### src/rtl/vram_access_arbiter.sv
// Single-port VRAM arbiter: VGA scan-out has priority, the CPU is guaranteed a slot after
// MAX_WAIT lost cycles. Read data returns one cycle after the grant, flagged to its owner.
module vram_access_arbiter #(
    parameter int AW       = 16,
    parameter int DW       = 32,
    parameter int MAX_WAIT = 4,
    parameter int WCW      = 3
) (
    input  logic          clk_i,
    input  logic          rst_ni,

    input  logic          vga_req_i,
    input  logic [AW-1:0] vga_addr_i,
    output logic          vga_gnt_o,
    output logic [DW-1:0] vga_rdata_o,
    output logic          vga_rvalid_o,

    input  logic          cpu_req_i,
    input  logic          cpu_we_i,
    input  logic [AW-1:0] cpu_addr_i,
    input  logic [DW-1:0] cpu_wdata_i,
    output logic          cpu_gnt_o,
    output logic [DW-1:0] cpu_rdata_o,
    output logic          cpu_rvalid_o,

    output logic          mem_en_o,
    output logic          mem_we_o,
    output logic [AW-1:0] mem_addr_o,
    output logic [DW-1:0] mem_wdata_o,
    input  logic [DW-1:0] mem_rdata_i
);

    localparam logic [WCW-1:0] WAIT_MAX = WCW'(MAX_WAIT);

    logic [WCW-1:0] wait_cnt_q;
    logic [WCW-1:0] wait_cnt_d;
    logic           vga_rvalid_q;
    logic           cpu_rvalid_q;
    logic           force_cpu;
    logic           cpu_gnt;
    logic           vga_gnt;

    // Grants are gated by reset so nothing reaches the RAM while the block is held in reset.
    always_comb begin
        force_cpu = cpu_req_i && (wait_cnt_q == WAIT_MAX);
        cpu_gnt   = rst_ni && cpu_req_i && (!vga_req_i || force_cpu);
        vga_gnt   = rst_ni && vga_req_i && !cpu_gnt;
    end

    always_comb begin
        wait_cnt_d = wait_cnt_q;
        if (!cpu_req_i || cpu_gnt) begin
            wait_cnt_d = '0;
        end else if (wait_cnt_q != WAIT_MAX) begin
            wait_cnt_d = wait_cnt_q + WCW'(1);
        end
    end

    always_ff @(posedge clk_i) begin
        if (!rst_ni) begin
            wait_cnt_q   <= '0;
            vga_rvalid_q <= 1'b0;
            cpu_rvalid_q <= 1'b0;
        end else begin
            wait_cnt_q   <= wait_cnt_d;
            vga_rvalid_q <= vga_gnt;
            cpu_rvalid_q <= cpu_gnt && !cpu_we_i;
        end
    end

    assign vga_gnt_o    = vga_gnt;
    assign cpu_gnt_o    = cpu_gnt;
    assign vga_rvalid_o = vga_rvalid_q;
    assign cpu_rvalid_o = cpu_rvalid_q;
    assign vga_rdata_o  = mem_rdata_i;
    assign cpu_rdata_o  = mem_rdata_i;

    assign mem_en_o    = vga_gnt | cpu_gnt;
    assign mem_we_o    = cpu_gnt & cpu_we_i;
    assign mem_addr_o  = cpu_gnt ? cpu_addr_i : vga_addr_i;
    assign mem_wdata_o = cpu_wdata_i;

endmodule

### config.mk
export PLATFORM = sky130hd
export DESIGN_NAME = vram_access_arbiter
export DESIGN_NICKNAME = d
export VERILOG_FILES = /design/src/rtl/vram_access_arbiter.sv
export SDC_FILE = /design/constraint.sdc
export NUM_CORES = 1
export LEC_CHECK = 0
export CORE_AREA = 8 8 89 91
export CTS_BUF_LIST = sky130_fd_sc_hd__clkbuf_4 sky130_fd_sc_hd__clkbuf_8
export CTS_CLUSTER_SIZE = 8
export DETAILED_ROUTE_END_ITERATION = 10
export DIE_AREA = 0 0 97 99
export PLACE_DENSITY = 0.79
export SLEW_MARGIN = 40
export SYNTH_ARGS = -nofsm -noshare
export SYNTH_HDL_FRONTEND = slang
export SYNTH_SLANG_ARGS = --single-unit
### constraint.sdc
create_clock -name clk_i -period 1.7 [get_ports clk_i]
set_clock_uncertainty 0.05 [all_clocks]
set_input_delay 0.34 -clock clk_i [delete_from_list [all_inputs] [get_ports clk_i]]
set_output_delay 0.34 -clock clk_i [all_outputs]
set_load 0.02 [all_outputs]
* Yosys cells after proc, flatten, opt, wreduce, memory -nomap -nowiden *
Cells that the tools add are included.

cells by class
  $add $sub $neg = 1
  multiply operators = 0
  divide/modulo/power cells = 0
  magnitude comparators = 0
  equality and inequality tests = 2
  shift operators = 0
  mux-type cells = 1
  bitwise logic cells = 3
  reductions and logical operators = 13

operators by type and width
  kind                                          count
  two-way mux 16 bit                            1
  logical AND 1 bit                             6
  logical NOT 1 bit                             4
  adder 3 x 1 -> 3 bit (second input constant)  1
  equality test 3 bit (second input constant)   1
  != test 3 bit (second input constant)         1
  logical OR 1 bit                              2
  OR reduction 2 bit                            1
  bitwise AND 1 bit                             1
  NOT 1 bit                                     1
  bitwise OR 1 bit                              1

word-level totals
  flip-flop bits (word level) = 5
  latch bits = 0
  RAM bits = 0
  ROM bits = 0
  output and inout bits = 118
  logic and storage cells = 23
  memories = 0

* Logic depth before layout (Yosys ltp) *
  depth in word-level cells = 7
  mapped depth = 6
  gate-level depth less buffers = 5

* Least setup slack after synthesis *
Ideal clock, no wire load.

  kind = reg-to-output
  start point = register wait_cnt_q[0]
  end point = output mem_addr_o[0]
  arrival time = 1.317 ns
  required time = 1.310 ns
  path slack = -0.007 ns
  cell stages (with the launch flop) = 7
  buffers on the path = 1
  path through = dfxtp_1 inv_1 ha_1 a21boi_4 nor2_2 buf_6 mux2_4

between the ends
  longest elaborated chain between the ends = 5

RTL lines
  element                 RTL line  RTL
  from (decl)             35        logic [WCW-1:0] wait_cnt_q;
  from (signal assigned)  65        wait_cnt_q <= wait_cnt_d;
  equality test 3 bit     45        force_cpu = cpu_req_i && (wait_cnt_q == WAIT_MAX);
  logical AND 1 bit       45
  logical OR 1 bit        46        cpu_gnt = rst_ni && cpu_req_i && (!vga_req_i || force_cpu);
  logical AND 1 bit       46
  via cpu_gnt_o           22        output logic cpu_gnt_o,
  two-way mux 16 bit      80        assign mem_addr_o = cpu_gnt ? cpu_addr_i : vga_addr_i;
  to (decl)               28        output logic [AW-1:0] mem_addr_o,

The timed path passes the listed nets, and every way through them passes these cells.

* Final worst setup path *
  start point = register wait_cnt_q[1]
  end point = output mem_addr_o[4]

between the ends
  longest elaborated chain between the ends = 5

RTL lines
  element              RTL line
  equality test 3 bit  45
  logical AND 1 bit    45
  logical OR 1 bit     46
  logical AND 1 bit    46
  two-way mux 16 bit   80

No other way between the ends.

==> flow_summary.ini <==
[yosys]
xor_xnor_fraction_of_synth_area = 0
synth_nets = 241
multiplexer_area_fraction_after_synthesis = 0.2070
synth_compound_gate_area_share = 0.02163
synth.area.top_cells = sky130_fd_sc_hd__buf_4 59%, sky130_fd_sc_hd__mux2_4 20%, sky130_fd_sc_hd__dfxtp_1 8.2%
synthDistinctLibCells = 15
synth_area_um2 = 1215
post_synthesis_adder_cell_area_fraction = 0.02060
ys_warn_count = 0
synth_top_family_by_area = buffers and inverters
syn-instance-count = 138
yosys.area_share.simple = 0.05046
synthesis.area_per_instance_um2 = 8.804
synth-seq-area-share = 0.08239
synth_largest_type_area_fraction = 0.5932
yosys.area.top_type = sky130_fd_sc_hd__buf_4
synth-seq-cells = 5

[global_route]
grt_overflow = 0
antenna_found_initial = 0
maximum_number_of_pins_on_one_net_before_global_route_repair = 11
groute.usage.overall = 0.05658
first_global_vias = 789
global_route_wire_length_before_repair_mm = 4.305

[floorplanning]
ioPinCount = 219
die_x_um = 97
die_h_um = 99
core_um2 = 6569
initial_standard_cell_utilization_of_the_core = 0.1850
rows = 30
floorplan.die_area_um2 = 9603

[pwr]
ir_drop_uv = 321.2
static-leakage-power_nw = 0.5964
overall_power_w = 0.0006549
power_density_over_cell_area_nw_per_um2 = 482.4

[final_layout]
area.growth.synth_to_final_pct = 11.74
final_core_util = 0.2067
ant_cells = 0
final-seq-area_um2 = 102.6
num-nets-final = 218
layout.filler_cells = 698
multiInputGateArea_um2 = 391.6
final_layout_size_suffix_gt1_frac = 0.5351
finish.instance_area_um2 = 1358

[flow_run]
maxCapViolCount = 0

[routing]
average_routed_wire_per_standard_cell_um = 15.18
postRouteAntennaNets = 0
wl_mm = 2.944
viasPerCell = 3.634
vias_after_detailed_routing = 705
first_pass_iters = 4
dr.first_iter.drc_count = 4
drc = 0

[clocking]
cts.root.buffer_cell = sky130_fd_sc_hd__clkbuf_8
cts_made_buffers = 3
numClockSinks = 5
cts_buffer_depth = 2
clock_latency_ns = 0.21
ctsHtreeMaxLevel = 1
cts_tree = built
clock_transition_at_the_registers_of_the_reported_paths_ns = 0.03

[critical_path]
worstPathBufferInverterCount = 3
timing.critical_path.cells = inv_2 -> ha_4 -> a21boi_4 -> nor2_4 -> buf_12 -> mux2_4 -> buf_6
criticalPathCategory = reg -> out
worst_setup_path_end_kind = primary output
rr_startpoint = wait_cnt_q[1]$_SDFFE_PP0P_
startpoint_type = flip-flop
r2r_setup_slack_ns = 0.44
r2r_end = wait_cnt_q[2]$_SDFFE_PP0P_
worstSetupStartpoint = wait_cnt_q[1]$_SDFFE_PP0P_
timing.critical_path.max_delay_family = flip-flops
timing.critical_path.slowest_stage_cell = sky130_fd_sc_hd__dfxtp_2
reg2reg_depth = 6
critical_path_arrival_ns = 1.58
critical_path.max_stage_delay_ns = 0.32
worstPathMaxFanout = 10
crit_required_ns = 1.31

[sta]
fin_ws_ns = -0.2714
post_layout_minimum_cycle_time_ns = 1.971
timing.slew.headroom = 0.8459
timing_worst_slew_pin_value_ns = 0.2321
hold_slack_ns = 0.4907
report.final.hold_viol_count = 0
fmaxAchievable_mhz = 507.3
timing.final.crit_share = 1.160
finalSetupTns_ns = -4.476
unrepaired_setup_endpoints_after_global_routing = yes
final_setup_violating_endpoints = 18
slew_viol_final = 0

[min_path]
hold_class = reg -> reg
worst_case_hold_path_end_point = wait_cnt_q[0]$_SDFFE_PP0P_
hold_path.startpoint = wait_cnt_q[0]$_SDFFE_PP0P_
worst_hold_path.num_cells = 2

[placement]
placed_cell_area_um2 = 1220
hpwlAfterDp_mm = 2.436
numPortBuffers = 58
final_weighted_congestion_in_routability_driven_placement = 0.6881

[run_status]
violated_checks = negative setup slack
outcome = finished, violations left
[cells in the mapped netlist]
cell type / instances
sky130_fd_sc_hd__dfxtp_1: 5
sky130_fd_sc_hd__buf_6: 2
sky130_fd_sc_hd__nand2_1: 2
sky130_fd_sc_hd__nor2_1: 3
sky130_fd_sc_hd__inv_1: 2
sky130_fd_sc_hd__mux2_2: 1
sky130_fd_sc_hd__nor3_1: 1
sky130_fd_sc_hd__buf_4: 96
sky130_fd_sc_hd__o21a_1: 1
sky130_fd_sc_hd__ha_1: 2
sky130_fd_sc_hd__a21boi_4: 1
sky130_fd_sc_hd__and2_1: 2
sky130_fd_sc_hd__mux2_4: 16
sky130_fd_sc_hd__nor2_2: 1
sky130_fd_sc_hd__and3_1: 3
[flip-flops by register name, summed over array words and instances (netlist names)]
name and flops:
vga_rvalid_o 1, cpu_rvalid_o 1, wait_cnt_q 3
[worst register-to-register path, delay by kind of cell, from the launching register on]
kind / cells / cell delay, ns
DFF: 1 / 0.31
muxes: 1 / 0.26
and+or+nand+nor: 2 / 0.22
buffers and inverters: 2 / 0.16
adders and majority gates: 1 / 0.15
[area by class of cell]
| type | instances | area share |
|---|---|---|
| Timing Repair Buffer | 70 | 0.5207 |
| Multi-Input combinational cell | 33 | 0.2885 |
| Sequential cell | 5 | 0.07558 |
| Tap cell | 80 | 0.07373 |
| Clock buffer | 4 | 0.03594 |
| Inverter | 2 | 0.005530 |
[through the flow]
step,worst slack (ns),instances
CTS,-0.3465,195
global placement,-0.7977,185
finish,-0.2714,194
floorplan,0.01924,138
global route,-0.3315,194
detailed placement,-0.8369,185
[timing repair]
item                                   CTS  global route
hold buffers                             0             0
buffers inserted                         5             0
gates resized for setup                127             2
setup endpoints to repair               20            19
endpoints found under the hold margin    0             0
pin swaps                                4             2
cloned                                   1             0
[per-layer routing]
layer	vias up	track usage	wire length [µm]
met4	0	0.06627	286
met2	86	0.08854	1338
met1	288	0.04184	819
met3	39	0.04059	500
li1	292	-	-
met5	-	0	0
[where the power goes]
part	switching, W	total [W]	internal [W]
Sequential	0.00000124	0.000123	0.000122
Combinational	0.000109	0.000305	0.000196
Clock	0.0000508	0.000227	0.000176
Total	0.000161	0.000655	0.000494
[cell families (layout without fill, tap and decap cells)]
kind of cell / Yosys count / in the layout
buffers and inverters: 100 / 76
and+or+nand+nor: 12 / 12
muxes: 17 / 17
DFF: 5 / 5
AOI/OAI and AO/OA: 2 / 2
adders and majority gates: 2 / 2
[cell usage in the layout (no fill, tap or decap), types with 2 or more instances in the layout]
cell type / count
sky130_fd_sc_hd__dfxtp_2: 2
sky130_fd_sc_hd__and3_1: 3
sky130_fd_sc_hd__clkbuf_8: 3
sky130_fd_sc_hd__buf_4: 9
sky130_fd_sc_hd__dfxtp_1: 3
sky130_fd_sc_hd__mux2_4: 16
sky130_fd_sc_hd__nor2_4: 2
sky130_fd_sc_hd__nor2_1: 2
sky130_fd_sc_hd__dlygate4sd2_1: 4
sky130_fd_sc_hd__buf_6: 19
sky130_fd_sc_hd__inv_2: 2
sky130_fd_sc_hd__and2_1: 2
sky130_fd_sc_hd__clkdlybuf4s50_1: 35
[how the worst max path moves through the flow]
| stage | cells past startpoint | end |
|---|---|---|
| after global placement | 6 | mem_addr_o[3] |
| after global routing | 7 | mem_addr_o[4] |
| final | 7 | mem_addr_o[4] |
| after detailed placement | 6 | mem_addr_o[4] |
| after floorplan | 6 | mem_addr_o[0] |
| after CTS | 8 | mem_addr_o[7] |
No activity file was read; power rests on OpenSTA's default activity.
==> RTL edit 1 (same settings) <==
`WCW`: 3 -> 6.
--- a/src/rtl/vram_access_arbiter.sv
+++ b/src/rtl/vram_access_arbiter.sv
@@ -4,7 +4,7 @@
     parameter int AW       = 16,
     parameter int DW       = 32,
     parameter int MAX_WAIT = 4,
-    parameter int WCW      = 3
+    parameter int WCW      = 6
 ) (
     input  logic          clk_i,
     input  logic          rst_ni,
Function: same outputs for any inputs over 10 cycles, from zero or initial values and one cycle with rst_ni low; that may be too few to reach the edited logic, so the function may still have changed.
==> RTL edit 1 against the original RTL <==
Setup slack worse by 0.099 ns. The flow still finishes with violations (setup timing). Wire length increased by 35%. Worst hold slack worse by 0.026 ns. Critical endpoint is now mem_addr_o[3]. Power up 24%. Sequential cell count grew 3. Largest cell class unchanged. Critical path type unchanged. Design area up 33%. Largest power group unchanged. Area after synthesis rose by 18%. Maximum frequency down 4.8%.
==> RTL edit 1: results (changes against the original RTL) <==
\begin{tabular}{lr}
\hline
Metric & Value \\
\hline
\multicolumn{2}{l}{\textbf{Pwr}} \\
\quad Static leakage & 0.7083 nW (was 0.5964 nW) \\
\quad Peak supply drop & 0.1732 mV (was 0.3212 mV) \\
\quad P\_int & 0.5631 mW (was 0.4937 mW) \\
\quad Logic gate share of total power & 0.475 (was 0.466) \\
\multicolumn{2}{l}{\textbf{STA}} \\
\quad Worst setup slack after layout & -0.3708 ns (was -0.2714 ns) \\
\quad Final setup vio count & 19 (was 18) \\
\quad Summed negative setup slack over all endpoints & -6.603 ns (was -4.476 ns) \\
\multicolumn{2}{l}{\textbf{Detailed routing}} \\
\quad Routed vias & 1,054 (was 705) \\
\quad Drt pass-1 iters & 5 (was 4) \\
\quad Routed length per placed instance & 15.74 um (was 15.18 um) \\
\multicolumn{2}{l}{\textbf{Global routing}} \\
\quad GRT Util Overall & 0.07909 (was 0.05658) \\
\quad Maximum number of pins on one net before global-route repair & 19 (was 11) \\
\quad Global-route wire length before repair & 6.161 mm (was 4.305 mm) \\
\quad Via count of the first global-routing pass & 1,189 (was 789) \\
\multicolumn{2}{l}{\textbf{Place}} \\
\quad Detailed Place HPWL & 3.261 mm (was 2.436 mm) \\
\multicolumn{2}{l}{\textbf{Synth}} \\
\quad Share of the synthesized netlist area taken by xor and xnor gates & 0.01831 (was 0) \\
\quad Top cells by instance count after synthesis & 96 x sky130\_fd\_sc\_hd\_\_buf\_4, 35 x sky130\_fd\_sc\_hd\_\_nand2\_1, 8 x sky130\_fd\_sc\_hd\_\_dfxtp\_1, 8 x sky130\_fd\_sc\_hd\_\_o22ai\_1, 8 x sky130\_fd\_sc\_hd\_\_o22ai\_2 (was 96 x sky130\_fd\_sc\_hd\_\_buf\_4, 16 x sky130\_fd\_sc\_hd\_\_mux2\_4, 5 x sky130\_fd\_sc\_hd\_\_dfxtp\_1, 3 x sky130\_fd\_sc\_hd\_\_and3\_1, 3 x sky130\_fd\_sc\_hd\_\_nor2\_1) \\
\quad Net Count, Synth & 294 (was 241) \\
\multicolumn{2}{l}{\textbf{Final layout}} \\
\quad Ratio of cells with drive above 1 in the final layout & 0.4360 (was 0.5351) \\
\quad Net count, final & 277 (was 218) \\
\quad Flip-flop count of the largest register after layout & 6 (was 3) \\
\multicolumn{2}{l}{\textbf{Outcome}} \\
\quad Result of the run & finished, violations left (unchanged) \\
\quad Failing checks & setup timing (unchanged) \\
\multicolumn{2}{l}{\textbf{Setup path}} \\
\quad Top cell family by delay on the critical path & simple AND/OR/NAND/NOR gates (was flip-flops) \\
\quad Maximum fanout along the worst path & 11 (was 10) \\
\quad Reg2reg path depth & 5 (was 6) \\
\quad Slowest cell on the critical path & sky130\_fd\_sc\_hd\_\_or3b\_4 (was sky130\_fd\_sc\_hd\_\_dfxtp\_2) \\
\multicolumn{2}{l}{\textbf{Clocking}} \\
\quad Number of gates given a new drive strength after cts & 116 (was 127) \\
\hline
\end{tabular}
RTL edit 1: final cells by class:
class                      count  area [um^2]
clock buffer                   3        41.29
fill                         701         4757
inverter                       2        7.507
multi-input combinational     79        679.4
sequential                     8        163.9
tap                           80        100.1
timing repair buffer          80        819.5
RTL edit 1: worst paths after layout:
kind | slack [ns] | startpoint | endpoint
setup reg to reg | 0.17 | wait_cnt_q[4] | cpu_rvalid_o
setup / recovery | -0.37 | wait_cnt_q[4] | mem_addr_o[3]
hold reg to reg | 0.46 | wait_cnt_q[0] | wait_cnt_q[0]
hold / removal | 0.46 | wait_cnt_q[0] | wait_cnt_q[0]
RTL edit 1: worst min-delay path: cells and delay by family, from the launching register on:
kind	cells	cell delay, ns
buffers and inverters	1	0.11
DFF	1	0.33
and+or+nand+nor	1	0.04
RTL edit 1: metal layers:
metal	GRT usage	share of wire	vias up
li1	-	-	487
met1	0.07595	0.36	464
met2	0.1318	0.46	63
met3	0.02869	0.11	40
met4	0.07101	0.071	0
met5	0	0	-
==> RTL edit 2 (config.mk and constraints unchanged) <==
Made on the original files. Reset style: asynchronous (`rst_ni`), changed in one clocked block.
--- a/src/rtl/vram_access_arbiter.sv
+++ b/src/rtl/vram_access_arbiter.sv
@@ -56,7 +56,7 @@
         end
     end
 
-    always_ff @(posedge clk_i) begin
+    always_ff @(posedge clk_i or negedge rst_ni) begin
         if (!rst_ni) begin
             wait_cnt_q   <= '0;
             vga_rvalid_q <= 1'b0;
Function: differs if rst_ni is asserted again (counterexample within 4 cycles, from zero or initial values and one cycle with rst_ni low); with rst_ni held inactive, the same outputs for 10 cycles.
==> RTL edit 2 against the original RTL <==
Sequential share of layout area up 0.67 points. The flow still finishes with violations (setup timing). Combinational power up 21%. Largest cell class unchanged. Clock power up 7%. Wire length up 2.6%. Power up 13%. Highest routed layer unchanged. Global-route usage up 0.37 points. Critical endpoint is now mem_addr_o[2]. Synthesized cell count up 3.6%. Sequential cell count unchanged. Setup slack worse by 0.17 ns. Sequential power up 7%. Design area up 12%. Area after synthesis up 2.3%.
==> RTL edit 2: results (changes against the original RTL) <==
\begin{tabular}{lr}
\hline
Metric & Value \\
\hline
\multicolumn{2}{l}{\textbf{Outcome}} \\
\quad Result of the run & finished, violations left (unchanged) \\
\quad Failing checks & setup timing (unchanged) \\
\multicolumn{2}{l}{\textbf{Setup path}} \\
\quad Arrival time at the worst endpoint & 1.75 ns (was 1.58 ns) \\
\quad Worst setup path endpoint & mem\_addr\_o[2] (was mem\_addr\_o[4]) \\
\quad Slowest cell on the critical path & sky130\_fd\_sc\_hd\_\_dfrtp\_1 (was sky130\_fd\_sc\_hd\_\_dfxtp\_2) \\
\quad Top cell family by delay on the critical path & buffers and inverters (was flip-flops) \\
\quad Slowest cell delay on critical path & 0.38 ns (was 0.32 ns) \\
\multicolumn{2}{l}{\textbf{Pwr}} \\
\quad Peak supply drop & 0.4290 mV (was 0.3212 mV) \\
\multicolumn{2}{l}{\textbf{STA}} \\
\quad Slew at the pin closest to its max-slew limit & 0.2891 ns (was 0.2321 ns) \\
\quad Final setup vio count & 19 (was 18) \\
\quad Worst setup slack after layout & -0.4441 ns (was -0.2714 ns) \\
\multicolumn{2}{l}{\textbf{Synth}} \\
\quad Number of library cell types mapped by synthesis & 23 (was 15) \\
\quad Net Count, Synth & 246 (was 241) \\
\multicolumn{2}{l}{\textbf{Detailed routing}} \\
\quad Routed length per placed instance & 14.46 um (was 15.18 um) \\
\quad Routed wire length & 3.022 mm (was 2.944 mm) \\
\quad Via-per-instance ratio & 3.703 (was 3.634) \\
\multicolumn{2}{l}{\textbf{Global routing}} \\
\quad Maximum number of pins on one net before global-route repair & 13 (was 11) \\
\quad Global-route wire length before repair & 4.636 mm (was 4.305 mm) \\
\quad Via count of the first global-routing pass & 968 (was 789) \\
\multicolumn{2}{l}{\textbf{Place}} \\
\quad Standard cell area after detailed placement & 0.001296 mm\^{}2 (was 0.001220 mm\^{}2) \\
\hline
\end{tabular}
RTL edit 2: cell types whose count changed after synthesis, sizes merged, moves of 3 or more:
cell / delta
and3: -3
dfxtp: -5
nor2: -3
dfrtp: +5
RTL edit 2: area by class of cell:
cell class | count | area (um^2)
Clock buffer | 4 | 48.80
Inverter | 3 | 11.26
Timing Repair Buffer | 79 | 809.5
Multi-Input combinational cell | 38 | 425.4
Tap cell | 80 | 100.1
Fill cell | 714 | 5049
Sequential cell | 5 | 125.1
RTL edit 2: power groups by stage:
| stage | registers, mW | clock network, mW | logic, mW |
|---|---|---|---|
| after floorplan | 0.135 | 0 | 0.459 |
| after global placement | 0.133 | 0 | 0.314 |
| after detailed placement | 0.133 | 0 | 0.318 |
| after CTS | 0.131 | 0.246 | 0.353 |
| after global routing | 0.132 | 0.255 | 0.394 |
| final | 0.131 | 0.243 | 0.368 |
RTL edit 2: what timing repair did:
| item | in CTS | in global routing |
|---|---|---|
| hold buffers | 0 | 0 |
| resized for setup | 116 | 22 |
| pin swaps | 4 | 5 |
| cloned | 2 | 0 |
| setup endpoints to repair | 20 | 23 |
| buffers inserted | 8 | 2 |
| hold endpoints to repair | 0 | 0 |
RTL edit 2: per-layer routing:
metal | up-vias | global-route usage | wire length, um | part of all wire
li1 | 334 | - | - | -
met1 | 328 | 0.04689 | 901 | 0.30
met2 | 67 | 0.09479 | 1352 | 0.45
met3 | 45 | 0.03009 | 459 | 0.15
met4 | 0 | 0.08521 | 308 | 0.10
met5 | - | 0 | 0 | 0
RTL edit 2: logic make-up after synthesis:
logic type / Yosys count / synth area share
buf+inv: 100 / 0.6052
mux: 16 / 0.1662
simple gates: 13 / 0.06144
compound gates: 7 / 0.04633
flops: 5 / 0.1007
fa+ha+maj: 2 / 0.02014
